`config.mk`:
```
export PLATFORM = sky130hd
export DESIGN_NAME = sirv_debug_entry_ctrl
export DESIGN_NICKNAME = d
export VERILOG_FILES = /design/src/rtl/sirv_debug_entry_ctrl_pkg.sv /design/src/rtl/sirv_debug_tmo_cnt.sv /design/src/rtl/sirv_debug_entry_ctrl.sv
export SDC_FILE = /design/constraint.sdc
export NUM_CORES = 1
export LEC_CHECK = 0
export ABC_CLOCK_PERIOD_IN_PS = 1800
export CORE_ASPECT_RATIO = 1.25
export CORE_MARGIN = 2
export CORE_UTILIZATION = 44
export CTS_CLUSTER_SIZE = 12
export DETAILED_ROUTE_END_ITERATION = 10
export PLACE_DENSITY = 0.82
export SETUP_SLACK_MARGIN = 0.3
export SLEW_MARGIN = 20
export SYNTH_ARGS = -nofsm -noshare
export SYNTH_HDL_FRONTEND = slang
export SYNTH_SLANG_ARGS = --single-unit
```
`constraint.sdc`:
```
create_clock -name clk -period 1.8 [get_ports clk]
set_input_delay 0.27 -clock clk [delete_from_list [all_inputs] [get_ports clk]]
set_output_delay 0.27 -clock clk [all_outputs]
set_load 0.01 [all_outputs]
```
`src/rtl/sirv_debug_entry_ctrl_pkg.sv`:
```
// Shared dcause codes and FSM state encoding for the debug entry/exit sequencer.
package sirv_debug_entry_ctrl_pkg;

   localparam logic [2:0] DCAUSE_NONE    = 3'd0;
   localparam logic [2:0] DCAUSE_EBREAK  = 3'd1;
   localparam logic [2:0] DCAUSE_HALTREQ = 3'd3;
   localparam logic [2:0] DCAUSE_STEP    = 3'd4;

   typedef enum logic [2:0] {
      ST_RUN   = 3'd0,
      ST_STEP  = 3'd1,
      ST_ENTER = 3'd2,
      ST_DEBUG = 3'd3,
      ST_EXIT  = 3'd4
   } dbg_state_e;

endpackage

```
`src/rtl/sirv_debug_tmo_cnt.sv`:
```
// Halt-request timeout counter: counts while enabled, saturates at all-ones (hit), clears on clr.
module sirv_debug_tmo_cnt #(
   parameter int TMO_W = 8
) (
   input  logic clk,
   input  logic rst_n,
   input  logic inc,
   input  logic clr,
   output logic hit
);

   logic [TMO_W-1:0] cnt;

   assign hit = &cnt;

   always_ff @(posedge clk or negedge rst_n) begin
      if (!rst_n) begin
         cnt <= '0;
      end else if (clr) begin
         cnt <= '0;
      end else if (inc && !hit) begin
         cnt <= cnt + 1'b1;
      end
   end

endmodule

```
`src/rtl/sirv_debug_entry_ctrl.sv`:
```
// Debug-mode entry/exit sequencer: writes dpc/dcause and requests the flush to debug ROM or back to dpc.
// Optional E203_DBG_HALT_TMO_EN: haltreq waits for a commit, or for the timeout counter to saturate.
//
//  state    | meaning
//  ---------+-----------------------------------------------------------
//  ST_RUN   | normal execution, watching ebreak / haltreq
//  ST_STEP  | single-step window, the next commit re-enters debug
//  ST_ENTER | dpc/dcause written, flush to debug ROM pending ack
//  ST_DEBUG | executing debug ROM, waiting for dret
//  ST_EXIT  | dret seen, flush back to dpc pending ack
module sirv_debug_entry_ctrl
   import sirv_debug_entry_ctrl_pkg::*;
#(
   parameter int PC_SIZE = 32,
   parameter int TMO_W   = 8
) (
   input  logic               clk,
   input  logic               rst_n,
   input  logic               dbg_irq_r,
   input  logic               dbg_mode,
   input  logic               dbg_step_r,
   input  logic               dbg_ebreakm_r,
   input  logic               cmt_valid,
   input  logic [PC_SIZE-1:0] cmt_pc,
   input  logic [PC_SIZE-1:0] cmt_nxt_pc,
   input  logic               cmt_ebreak,
   input  logic               cmt_dret,
   output logic               cmt_stall,
   output logic [PC_SIZE-1:0] cmt_dpc,
   output logic               cmt_dpc_ena,
   output logic [2:0]         cmt_dcause,
   output logic               cmt_dcause_ena,
   output logic               flush_req,
   input  logic               flush_ack,
   output logic               flush_to_dbg
);

   dbg_state_e         state, nxt_state;
   logic               step_armed, step_armed_nxt;
   logic [PC_SIZE-1:0] held_nxt_pc, dpc_q, dpc_new;
   logic [2:0]         dcause_q, dcause_new;
   logic               dpc_ena_c, dcause_ena_c, flush_c, to_dbg_c;
   logic               in_step, running, ent_ebreak, halt_go, step_go;

   assign in_step    = (state == ST_STEP);
   assign running    = (state == ST_RUN) || in_step;
   assign ent_ebreak = cmt_valid && cmt_ebreak && dbg_ebreakm_r;
   assign step_go    = in_step && cmt_valid;

`ifdef E203_DBG_HALT_TMO_EN
   logic tmo_hit, tmo_inc, tmo_clr;

   assign tmo_inc = (state == ST_RUN) && dbg_irq_r && !cmt_valid;
   assign tmo_clr = (state != ST_RUN) || cmt_valid;

   sirv_debug_tmo_cnt #(.TMO_W(TMO_W)) u_tmo_cnt (
      .clk   (clk),
      .rst_n (rst_n),
      .inc   (tmo_inc),
      .clr   (tmo_clr),
      .hit   (tmo_hit)
   );

   // In the step window a pending haltreq must not wait: the step would otherwise be lost.
   assign halt_go = dbg_irq_r && (cmt_valid || in_step || tmo_hit);
`else
   // TMO_W only sizes the timeout counter, which this build does not have.
   logic tmo_unused;
   assign tmo_unused = (TMO_W > 0);
   assign halt_go    = dbg_irq_r;
`endif

   always_comb begin
      nxt_state      = state;
      step_armed_nxt = step_armed;
      dpc_ena_c      = 1'b0;
      dcause_ena_c   = 1'b0;
      dpc_new        = dpc_q;
      dcause_new     = dcause_q;
      flush_c        = 1'b0;
      to_dbg_c       = 1'b0;
      case (state)
         ST_RUN, ST_STEP: begin
            if (ent_ebreak || halt_go || step_go) begin
               dpc_ena_c    = 1'b1;
               dcause_ena_c = 1'b1;
               flush_c      = 1'b1;
               to_dbg_c     = 1'b1;
               nxt_state    = flush_ack ? ST_DEBUG : ST_ENTER;
               if (ent_ebreak) begin
                  dpc_new    = cmt_pc;
                  dcause_new = DCAUSE_EBREAK;
               end else if (halt_go) begin
                  dpc_new    = cmt_valid ? cmt_nxt_pc : held_nxt_pc;
                  dcause_new = DCAUSE_HALTREQ;
               end else begin
                  dpc_new    = cmt_nxt_pc;
                  dcause_new = DCAUSE_STEP;
               end
            end
         end
         ST_ENTER: begin
            flush_c  = 1'b1;
            to_dbg_c = 1'b1;
            if (flush_ack) nxt_state = ST_DEBUG;
         end
         ST_DEBUG: begin
            if (cmt_valid && cmt_dret && dbg_mode) begin
               dcause_ena_c   = 1'b1;
               dcause_new     = DCAUSE_NONE;
               flush_c        = 1'b1;
               step_armed_nxt = dbg_step_r;
               if (flush_ack) nxt_state = dbg_step_r ? ST_STEP : ST_RUN;
               else           nxt_state = ST_EXIT;
            end
         end
         ST_EXIT: begin
            flush_c = 1'b1;
            if (flush_ack) nxt_state = step_armed ? ST_STEP : ST_RUN;
         end
         default: nxt_state = ST_RUN;
      endcase
   end

   always_ff @(posedge clk or negedge rst_n) begin
      if (!rst_n) begin
         state       <= ST_RUN;
         step_armed  <= 1'b0;
         held_nxt_pc <= '0;
         dpc_q       <= '0;
         dcause_q    <= DCAUSE_NONE;
      end else begin
         state      <= nxt_state;
         step_armed <= step_armed_nxt;
         if (running && cmt_valid) held_nxt_pc <= cmt_nxt_pc;
         if (dpc_ena_c)            dpc_q       <= dpc_new;
         if (dcause_ena_c)         dcause_q    <= dcause_new;
      end
   end

   // Decisions are combinational on the commit inputs; gating with rst_n drops them the moment reset asserts.
   assign cmt_dpc_ena    = rst_n && dpc_ena_c;
   assign cmt_dcause_ena = rst_n && dcause_ena_c;
   assign flush_req      = rst_n && flush_c;
   assign flush_to_dbg   = rst_n && to_dbg_c;
   assign cmt_stall      = flush_req;
   assign cmt_dpc        = cmt_dpc_ena ? dpc_new : dpc_q;
   assign cmt_dcause     = cmt_dcause_ena ? dcause_new : dcause_q;

endmodule

```
==> results.json <==
{
  "grt_pass1_vias": 3732,
  "final_nets": 587,
  "core_area_um2": 9076,
  "fillerInstances": 637,
  "syn_area_per_cell_um2": 11.71,
  "firstDrtPassIters": 4,
  "peakVddDrop_mv": 0.9214,
  "critPathArrivalTime_ps": 2090,
  "grt_usage": 0.2379,
  "leakage_nw": 3.148,
  "reg2reg_depth": 6,
  "hp-class": "primary input to asynchronous set/reset pin",
  "vias_per_cell": 5.309,
  "rr_endpoint": "dpc_q[27]",
  "status": "finished with violations",
  "yosysUniqueCellTypes": 41,
  "crit_chain": "and2_4 -> or3_4 -> nand3_4 -> buf_12 -> buf_12 -> buf_16 -> mux2_4 -> buf_6",
  "period_share": 1.309,
  "synth.top_cells.by_area": "dfrtp_1, mux2_2, mux2i_1",
  "antenna_left": 0,
  "h-tree-depth": 3,
  "start_util": 0.4504,
  "yosys-top-cells-count": "dfrtp_1, mux2_2, nand2_1",
  "synth_seq_cells": 71,
  "portBuffers": 113,
  "multiInputGateArea_um2": 2349,
  "crit_slowest_cell": "dfrtp_1",
  "final_layout_size_suffix_gt1_frac": 0.4344,
  "placed_area_um2": 5783,
  "max_stage_delay_ps": 390,
  "drv_cap": 0,
  "yosysTopAreaCell": "dfrtp_1",
  "initialDrtViolationCount": 128,
  "gp_congestion": 0.8319,
  "synth_top_area_frac": 0.4346,
  "grt_pass1_wl_mm": 18.77,
  "dieWidth_um": 90.21,
  "diodes": 0,
  "dp.final_hpwl_mm": 7.502,
  "synth_nets": 423,
  "path_clk_slew_ps": 60,
  "rsz0062_at_grt": "true",
  "synthToLayoutAreaGrowth_pct": 60.73,
  "fin_area_um2": 6570,
  "final.setup.tns_ps": -19920,
  "crit_family": "simple AND/OR/NAND/NOR gates",
  "gr-total-overflow": 0,
  "crit_path_end_kind": "primary output",
  "crit_fanout": 6,
  "critPathKind": "flop to primary output",
  "path_buf_inv": 4,
  "crit_top_cell": "buf_12",
  "r2r_slack_ps": -90,
  "place_ws_ps": -1022,
  "dieArea_um2": 10080,
  "root_buffer": "clkbuf_16",
  "synth-main-ff-cell": "dfrtp_1",
  "syn_inst": 349,
  "clock.fmax_ghz": 0.4245,
  "hold_viol": 0,
  "fin_total_pwr_mw": 9.874,
  "whs_ps": 47.39,
  "wl_mm": 11.89,
  "setup_violations": 55,
  "yosysSeqAreaShare": 0.4346,
  "power_density_nw_per_um2": 1503,
  "cp_data_required_time_ps": 1530,
  "vias": 3403,
  "setup_ws_ps": -555.5,
  "yosys_warnings": 0,
  "period_minus_slack_ps": 2356,
  "cp.depth": 8,
  "clk-insertion-delay-late_ps": 330,
  "violations": "setup timing",
  "die_h_um": 111.8,
  "wl_per_cell_um": 18.55,
  "r2r-start": "state[0]",
  "synth-async-reset-ratio": 1.000,
  "cts_made_buffers": 9,
  "final_max_slew_viol_count": 0,
  "grt_max_degree": 39,
  "antenna_found_initial": 0,
  "fin_worst_skew_ps": 5.017,
  "drc_errors": 0,
  "synth_area_um2": 4088,
  "start_kind": "flop",
  "slew_headroom": 0.6927,
  "hold_buffers": 0,
  "cts.sinks": 71,
  "fp-row-count": 39,
  "seq_area_um2": 1778,
  "clock_path_buffers": 2,
  "worst_slew_pin_slew_ps": 461.0,
  "ios": 114,
  "cts_tree": "done",
  "synth_edf_count": 0,
  "yosysMostFrequentCell": "dfrtp_1"
}
layer usage:
metal | vias up | track usage | part of all wire
met5 | - | 0 | 0
met4 | 0 | 0.1077 | 0.031
met3 | 30 | 0.04330 | 0.032
met2 | 104 | 0.4431 | 0.55
met1 | 1701 | 0.2614 | 0.39
li1 | 1568 | - | -
cells by family after synthesis:
group,share of synthesized area
muxes,0.3667
AOI/OAI and AO/OA,0.07010
DFF,0.4346
buffers and inverters,0.05111
and+or+nand+nor,0.07530
xor gates and xnor gates,0.002143
final cells by class:
| class | instances | share of cell area |
|---|---|---|
| flip-flops and latches | 71 | 0.2706 |
| well taps | 123 | 0.02342 |
| multi-input cells | 247 | 0.3575 |
| repair buffers | 179 | 0.2999 |
| clock buffers | 11 | 0.03695 |
| inverters | 5 | 0.002857 |
| clock inverters | 5 | 0.008760 |
stage by stage:
| stage | std cells | util |
|---|---|---|
| final | 641 | 0.7239 |
| after global routing | 641 | 0.7239 |
| after CTS | 634 | 0.7120 |
| after detailed placement | 599 | 0.6372 |
| after global placement | 599 | 0.6372 |
| after floorplan | 349 | - |
cells in the final DEF, fill, tap and decap left out, drive strengths merged, types with 3 or more instances in the layout:
cell type      Yosys  layout
dlygate4sd2        0       7
buf               18      99
inv                5       5
nor2               7       7
mux2i             32      32
clkinvlp           0       3
clkdlybuf4s50      0      69
mux2              98      98
o21ai             37      37
clkbuf             8      12
dfrtp             71      71
nand3              5       5
a21oi              5       5
nand2             41      41
flip-flops by register name (all words and copies together) (netlist names):
register and count:
step_armed 1, dpc_q 32, held_nxt_pc 32, state 3, dcause_q 3
how the worst max path moves through the flow:
stage / from / endpoint / slack (ps)
floorplan: state[0] / cmt_dpc[22] / -130
global placement: cmt_valid / cmt_dcause[0] / -970
detailed placement: cmt_valid / cmt_dpc[26] / -1020
CTS: state[0] / cmt_dpc[4] / -560
global route: state[0] / cmt_dpc[9] / -610
finish: state[0] / cmt_dpc[13] / -560
power breakdown:
group,switching [mW],internal [mW]
combinational,1.84,3.36
sequential,0.473,2.41
clock,0.688,1.11
total,3.00,6.87
repair_timing:
| action | CTS | global route |
|---|---|---|
| gates resized for setup | 201 | 13 |
| cloned | 6 | 1 |
| setup buffers | 13 | 6 |
| endpoints found under the setup margin | 106 | 106 |
| pin swaps | 5 | 5 |
| endpoints found under the hold margin | 0 | 0 |
Power figures use the tool's default switching activity.
